**src/rtl/lsu.sv**
```systemverilog
// Load/store unit: turns an ALU effective address into one data-memory word access.
// Latency: 2 cycles minimum (REQ then RESP); faulted accesses finish in 1 cycle.
// Backpressure: waits in REQ for dmem_ack, up to TIMEOUT cycles; busy stalls the core.
//
// Ports:
//   clk, rst_n                      clock, synchronous active-low reset
//   start, mem_read, mem_write,
//   funct3, addr, wdata             access request from the core (sampled in IDLE)
//   busy, done, rdata, err,
//   err_code                        status / load result back to the core
//   dmem_req, dmem_we, dmem_addr,
//   dmem_be, dmem_wdata             request toward data memory (held through REQ)
//   dmem_rdata, dmem_ack            completion from data memory
module lsu #(
  parameter int TIMEOUT = 16
) (
  input  logic        clk,
  input  logic        rst_n,
  input  logic        start,
  input  logic        mem_read,
  input  logic        mem_write,
  input  logic [2:0]  funct3,
  input  logic [31:0] addr,
  input  logic [31:0] wdata,
  output logic        busy,
  output logic        done,
  output logic [31:0] rdata,
  output logic        err,
  output logic [1:0]  err_code,
  output logic        dmem_req,
  output logic        dmem_we,
  output logic [31:0] dmem_addr,
  output logic [3:0]  dmem_be,
  output logic [31:0] dmem_wdata,
  input  logic [31:0] dmem_rdata,
  input  logic        dmem_ack
);

  typedef enum logic [1:0] {
    S_IDLE = 2'd0,
    S_REQ  = 2'd1,
    S_RESP = 2'd2
  } state_t;

  localparam logic [1:0] ERR_NONE = 2'b00;
  localparam logic [1:0] ERR_MIS  = 2'b01;
  localparam logic [1:0] ERR_ILL  = 2'b10;
  localparam logic [1:0] ERR_TMO  = 2'b11;

  state_t      state_q, state_d;
  logic        we_q, we_d;
  logic [2:0]  funct3_q, funct3_d;
  logic [1:0]  lane_q, lane_d;
  logic [31:0] dmem_addr_q, dmem_addr_d;
  logic [3:0]  dmem_be_q, dmem_be_d;
  logic [31:0] dmem_wdata_q, dmem_wdata_d;
  logic [31:0] rdata_q, rdata_d;
  logic [1:0]  err_code_q, err_code_d;
  logic [7:0]  cnt_q, cnt_d;

  // Request decode on the raw inputs, only meaningful in IDLE.
  logic        illegal, misaligned;
  logic [3:0]  st_be;
  logic [31:0] st_wdata;
  // Load extraction on the returning memory word.
  logic [7:0]  ld_byte;
  logic [15:0] ld_half;
  logic [31:0] ld_ext;

  always_comb begin
    illegal = 1'b0;
    if (mem_read && mem_write) begin
      illegal = 1'b1;
    end else if (mem_read) begin
      illegal = !(funct3 == 3'b000 || funct3 == 3'b001 || funct3 == 3'b010 ||
                  funct3 == 3'b100 || funct3 == 3'b101);
    end else if (mem_write) begin
      illegal = !(funct3 == 3'b000 || funct3 == 3'b001 || funct3 == 3'b010);
    end

    // funct3[1:0] encodes the width for both signed and unsigned variants.
    misaligned = ((funct3[1:0] == 2'b01) && addr[0]) ||
                 ((funct3[1:0] == 2'b10) && (addr[1:0] != 2'b00));

    st_be    = 4'b1111;
    st_wdata = wdata;
    if (mem_write) begin
      case (funct3[1:0])
        2'b00: begin
          st_be    = 4'b0001 << addr[1:0];
          st_wdata = {4{wdata[7:0]}};
        end
        2'b01: begin
          st_be    = addr[1] ? 4'b1100 : 4'b0011;
          st_wdata = {2{wdata[15:0]}};
        end
        default: begin
          st_be    = 4'b1111;
          st_wdata = wdata;
        end
      endcase
    end
  end

  always_comb begin
    ld_byte = 8'(dmem_rdata >> {lane_q, 3'b000});
    ld_half = lane_q[1] ? dmem_rdata[31:16] : dmem_rdata[15:0];
    case (funct3_q)
      3'b000:  ld_ext = {{24{ld_byte[7]}}, ld_byte};
      3'b001:  ld_ext = {{16{ld_half[15]}}, ld_half};
      3'b100:  ld_ext = {24'd0, ld_byte};
      3'b101:  ld_ext = {16'd0, ld_half};
      default: ld_ext = dmem_rdata;
    endcase
  end

  always_comb begin
    state_d      = state_q;
    we_d         = we_q;
    funct3_d     = funct3_q;
    lane_d       = lane_q;
    dmem_addr_d  = dmem_addr_q;
    dmem_be_d    = dmem_be_q;
    dmem_wdata_d = dmem_wdata_q;
    rdata_d      = rdata_q;
    err_code_d   = err_code_q;
    cnt_d        = cnt_q;

    case (state_q)
      S_IDLE: begin
        err_code_d = ERR_NONE;
        // start with neither direction set is not an access at all.
        if (start && (mem_read || mem_write)) begin
          we_d     = mem_write;
          funct3_d = funct3;
          lane_d   = addr[1:0];
          if (illegal) begin
            err_code_d = ERR_ILL;
            state_d    = S_RESP;
          end else if (misaligned) begin
            err_code_d = ERR_MIS;
            state_d    = S_RESP;
          end else begin
            dmem_addr_d  = {addr[31:2], 2'b00};
            dmem_be_d    = st_be;
            dmem_wdata_d = st_wdata;
            cnt_d        = 8'd0;
            state_d      = S_REQ;
          end
        end
      end
      S_REQ: begin
        // cnt_q holds (REQ cycle number - 1); an ack on the last cycle still wins.
        if (dmem_ack) begin
          state_d = S_RESP;
          if (!we_q) begin
            rdata_d = ld_ext;
          end
        end else if (cnt_q == 8'(TIMEOUT - 1)) begin
          err_code_d = ERR_TMO;
          state_d    = S_RESP;
        end else begin
          cnt_d = cnt_q + 8'd1;
        end
      end
      S_RESP: begin
        state_d = S_IDLE;
      end
      default: begin
        state_d = S_IDLE;
      end
    endcase
  end

  always_ff @(posedge clk) begin
    if (!rst_n) begin
      state_q      <= S_IDLE;
      we_q         <= 1'b0;
      funct3_q     <= 3'd0;
      lane_q       <= 2'd0;
      dmem_addr_q  <= 32'd0;
      dmem_be_q    <= 4'd0;
      dmem_wdata_q <= 32'd0;
      rdata_q      <= 32'd0;
      err_code_q   <= ERR_NONE;
      cnt_q        <= 8'd0;
    end else begin
      state_q      <= state_d;
      we_q         <= we_d;
      funct3_q     <= funct3_d;
      lane_q       <= lane_d;
      dmem_addr_q  <= dmem_addr_d;
      dmem_be_q    <= dmem_be_d;
      dmem_wdata_q <= dmem_wdata_d;
      rdata_q      <= rdata_d;
      err_code_q   <= err_code_d;
      cnt_q        <= cnt_d;
    end
  end

  assign busy       = (state_q != S_IDLE);
  assign done       = (state_q == S_RESP);
  assign err_code   = done ? err_code_q : ERR_NONE;
  assign err        = done && (err_code_q != ERR_NONE);
  assign rdata      = rdata_q;
  assign dmem_req   = (state_q == S_REQ);
  assign dmem_we    = dmem_req && we_q;
  assign dmem_addr  = dmem_addr_q;
  assign dmem_be    = dmem_be_q;
  assign dmem_wdata = dmem_wdata_q;

endmodule

```
**config.mk**
```make
export PLATFORM = sky130hd
export DESIGN_NAME = lsu
export DESIGN_NICKNAME = d
export VERILOG_FILES = /design/src/rtl/lsu.sv
export SDC_FILE = /design/constraint.sdc
export NUM_CORES = 1
export LEC_CHECK = 0
export ABC_AREA = 1
export ABC_CLOCK_PERIOD_IN_PS = 2400
export BUFFER_PORTS_ARGS = -buffer_cell sky130_fd_sc_hd__buf_4
export CAP_MARGIN = 5
export CORE_MARGIN = 2
export CORE_UTILIZATION = 35
export CTS_BUF_LIST = sky130_fd_sc_hd__clkbuf_16
export DETAILED_ROUTE_END_ITERATION = 10
export PLACE_DENSITY_LB_ADDON = 0.1
export SETUP_SLACK_MARGIN = 0.05
export SYNTH_ARGS = -nofsm -noshare
export SYNTH_HDL_FRONTEND = slang
export SYNTH_SLANG_ARGS = --single-unit
```
**constraint.sdc**
```tcl
create_clock -name clk -period 2.4 [get_ports clk]
set_clock_uncertainty 0.2 [all_clocks]
set_input_delay 0.48 -clock clk [delete_from_list [all_inputs] [get_ports clk]]
set_output_delay 0.48 -clock clk [all_outputs]
set_load 0.01 [all_outputs]
```
==> qor.csv <==
stage,metric,value,unit
critical_path,end_kind,output pin,
sta,fin_crit,2.05,ns
global_routing,grt_pass1_vias,5712,
yosys,syn_area_per_cell,6.64,µm²
yosys,postSynthCellCount,851,
sta,fin_ws,0.351,ns
yosys,yosysTopAreaCellShare,41.1,%
yosys,synth_area_leaders,"dfxtp_1 41%, nor2_1 14%, o21ai_0 11%, nand2_1 9.3%, inv_1 4.8%",
clocking,cts.sink_count,116,
clocking,clkLatencyLatePin,0.41,ns
die,core_area,15800,µm²
sta,fin_tns_setup,0,ns
pwr,peakVddDrop,0.521,mV
routing,vias_per_cell,4.59,
die,num_rows,46,
placement,dp_slack,0.302,ns
critical_path,cp_slowest_cell,dfxtp_1,
global_routing,grt_max_degree,45,
critical_path,path_class,reg2out,
die,die_y,131,µm
critical_path,critPathMaxFanout,3,
critical_path,crit_path_start_kind,flop,
global_routing,grtUsageTotal,20.5,%
sta,finalSetupViolations,0,
yosys,yosys_warnings,0,
layout,layout-drive-gt1-share,26.1,%
clocking,cts-root-buf,clkbuf_16,
clocking,cts_made_buffers,17,
critical_path,r2r.worst_path.cells,6,
global_routing,grt_pass1_wl,28600,µm
worst_hold_path,hold_path_class,in2reg,
job,max_cap_violations,0,
sta,hold_violations,0,
die,dieWidth,131,µm
clocking,clk_pin_slew,0.05,ns
critical_path,cp.depth,5,
critical_path,max_stage_delay,0.39,ns
routing,wl_per_cell,13.6,µm
critical_path,path_buf_inv,3,
routing,drt-initial-drc-count,368,
routing,vias,5858,
yosys,async_reset_ff_share,0,%
yosys,syn_area,5650,µm²
yosys,synth-edff-count,0,
critical_path,cp_data_required_time,1.72,ns
critical_path,rr_startpoint,funct3_q[1],
sta,fin_crit_sh,85.4,%
routing,wl_met2,7780,µm
routing,routed_wirelength,17400,µm
outcome,outcome,completed,
placement,io_buffers,209,
clocking,htree_levels,4,
routing,met1Wirelength,7940,µm
routing,detail-route-antenna-nets,0,
yosys,synth_largest_area_cell,dfxtp_1,
sta,drv_slew,0,
layout,final_nets,1155,
global_routing,overflow,0,
critical_path,timing.rr.end,rdata[23],
global_routing,antenna_found_initial,0,
routing,met3RoutedLength,1300,µm
critical_path,worstPathArrival,1.37,ns
sta,whs,0.0795,ns
yosys,synth_flop_cell,dfxtp_1,
layout,num_antenna_cells,0,
clocking,post_cts_buffers,0,
die,start_util,35.7,%
routing,drc,0,
clocking,cts_tree,yes,
routing,dr.pass1.iters,5,
sta,grt_setup_unrepaired,no,
layout,area_growth,40.8,%
critical_path,cp_top_family,flip-flops,
pwr,p_per_area,743,nW/µm²
critical_path,cpMostUsedCell,inv_1,
critical_path,crit_start,state_q[1],
placement,dp_hpwl,12500,µm
yosys,ys_seq_area_share,41.1,%
yosys,yosysMostFrequentCell,nor2_1,
die,ios,212,
die,dieArea,17200,µm²
clocking,cts_resized,0,
yosys,ys_seq_elements,116,
clocking,clk_path_buf_depth,2,
critical_path,r2r_setup_slack,0.47,ns
placement,gp_congestion,0.840,
critical_path,path_cells,"inv_1, nor2_1, inv_1, a21oi_1, buf_4",
yosys,ys_types,34,
yosys,synth_top_cells_by_count,"213 x nor2_1, 140 x nand2_1, 120 x o21ai_0",
sta,max_freq,488,MHz
critical_path,crit_end,err,
layout,postLayoutCoreUtil,50.3,%
routing,routed.top_layer,met4,
pwr,p_total,0.00591,W
clocking,hold_buffers,0,
pwr,leakage,3.96,nW
## worst min-delay path, cell delays in order
cell    delay [ns]
buf_4         0.08
nor2_1        0.03
nor2_1        0.08
## worst min path at each step
stage                           from       endpoint  slack [ns]  cells after the start
final                        addr[3]   dmem_addr[3]        0.08                      3
after CTS                    addr[3]   dmem_addr[3]        0.06                      3
after global placement    dmem_be[2]     dmem_be[2]        0.27                      2
after floorplan                 we_q           we_q        0.25                      2
after detailed placement  dmem_be[0]     dmem_be[0]        0.28                      2
after global routing        addr[14]  dmem_addr[14]        0.07                      3
## through the flow
step | std cells | area, µm²
2_1_floorplan | 852 | 5660
3_3_place_gp | 1246 | 7360
3_5_place_dp | 1246 | 7360
4_1_cts | 1277 | 7960
5_1_grt | 1277 | 7960
6_report | 1277 | 7960
## layer usage
| layer | vias to the layer above | global-route usage, % |
|---|---|---|
| li1 | 3102 | - |
| met1 | 2551 | 25.2 |
| met2 | 176 | 32.4 |
| met3 | 29 | 7.60 |
| met4 | 0 | 8.51 |
| met5 | - | 0 |
## where the power goes
part           internal, W  switching (W)  total (W)  leakage [nW]
clock              0.00170       0.000887    0.00259         0.290
combinational     0.000488       0.000666    0.00115          2.73
sequential         0.00207      0.0000947    0.00217         0.945
## layout make-up
class | count | area, µm²
Multi-Input combinational cell | 610 | 2730
Inverter | 80 | 308
Sequential cell | 116 | 2320
Fill cell | 1666 | 7870
Tap cell | 216 | 270
Clock inverter | 14 | 169
Timing Repair Buffer | 224 | 1730
Clock buffer | 17 | 425
## registers in the layout, indices dropped and copies added (netlist names)
name        count
cnt_q           8
err_code_q      2
we_q            1
rdata          32
lane_q          2
dmem_be         4
funct3_q        3
dmem_addr      30
state_q         2
dmem_wdata     32
## kinds of logic (layout without fill, tap and decap cells)
| logic type | count (synthesis) | count (layout) | synth area share [%] |
|---|---|---|---|
| flip-flops | 116 | 116 | 41.1 |
| AO/OA/AOI/OAI | 202 | 202 | 18.3 |
| XOR/XNOR | 2 | 2 | 0.310 |
| other | 1 | 2 | 0.0663 |
| AND/OR/NAND/NOR | 403 | 403 | 29.4 |
| adder cells (fa/ha/maj) | 1 | 1 | 0.221 |
| buffers and inverters | 126 | 335 | 10.7 |
## layout by cell type, fill, tap and decap left out, drive strengths merged
| master | n |
|---|---|
| conb | 2 |
| nor3 | 10 |
| inv | 80 |
| xnor2 | 1 |
| buf | 224 |
| o211ai | 2 |
| dfxtp | 116 |
| clkinvlp | 2 |
| o22ai | 8 |
| xor2 | 1 |
| o21bai | 1 |
| clkbuf | 17 |
| nand2 | 143 |
| nand3 | 13 |
| nand3b | 1 |
| o21ai | 144 |
| ha | 1 |
| bufinv | 4 |
| nand4 | 8 |
| clkinv | 8 |
| a21oi | 47 |
| nor2 | 228 |
Power figures use the tool's default switching activity.
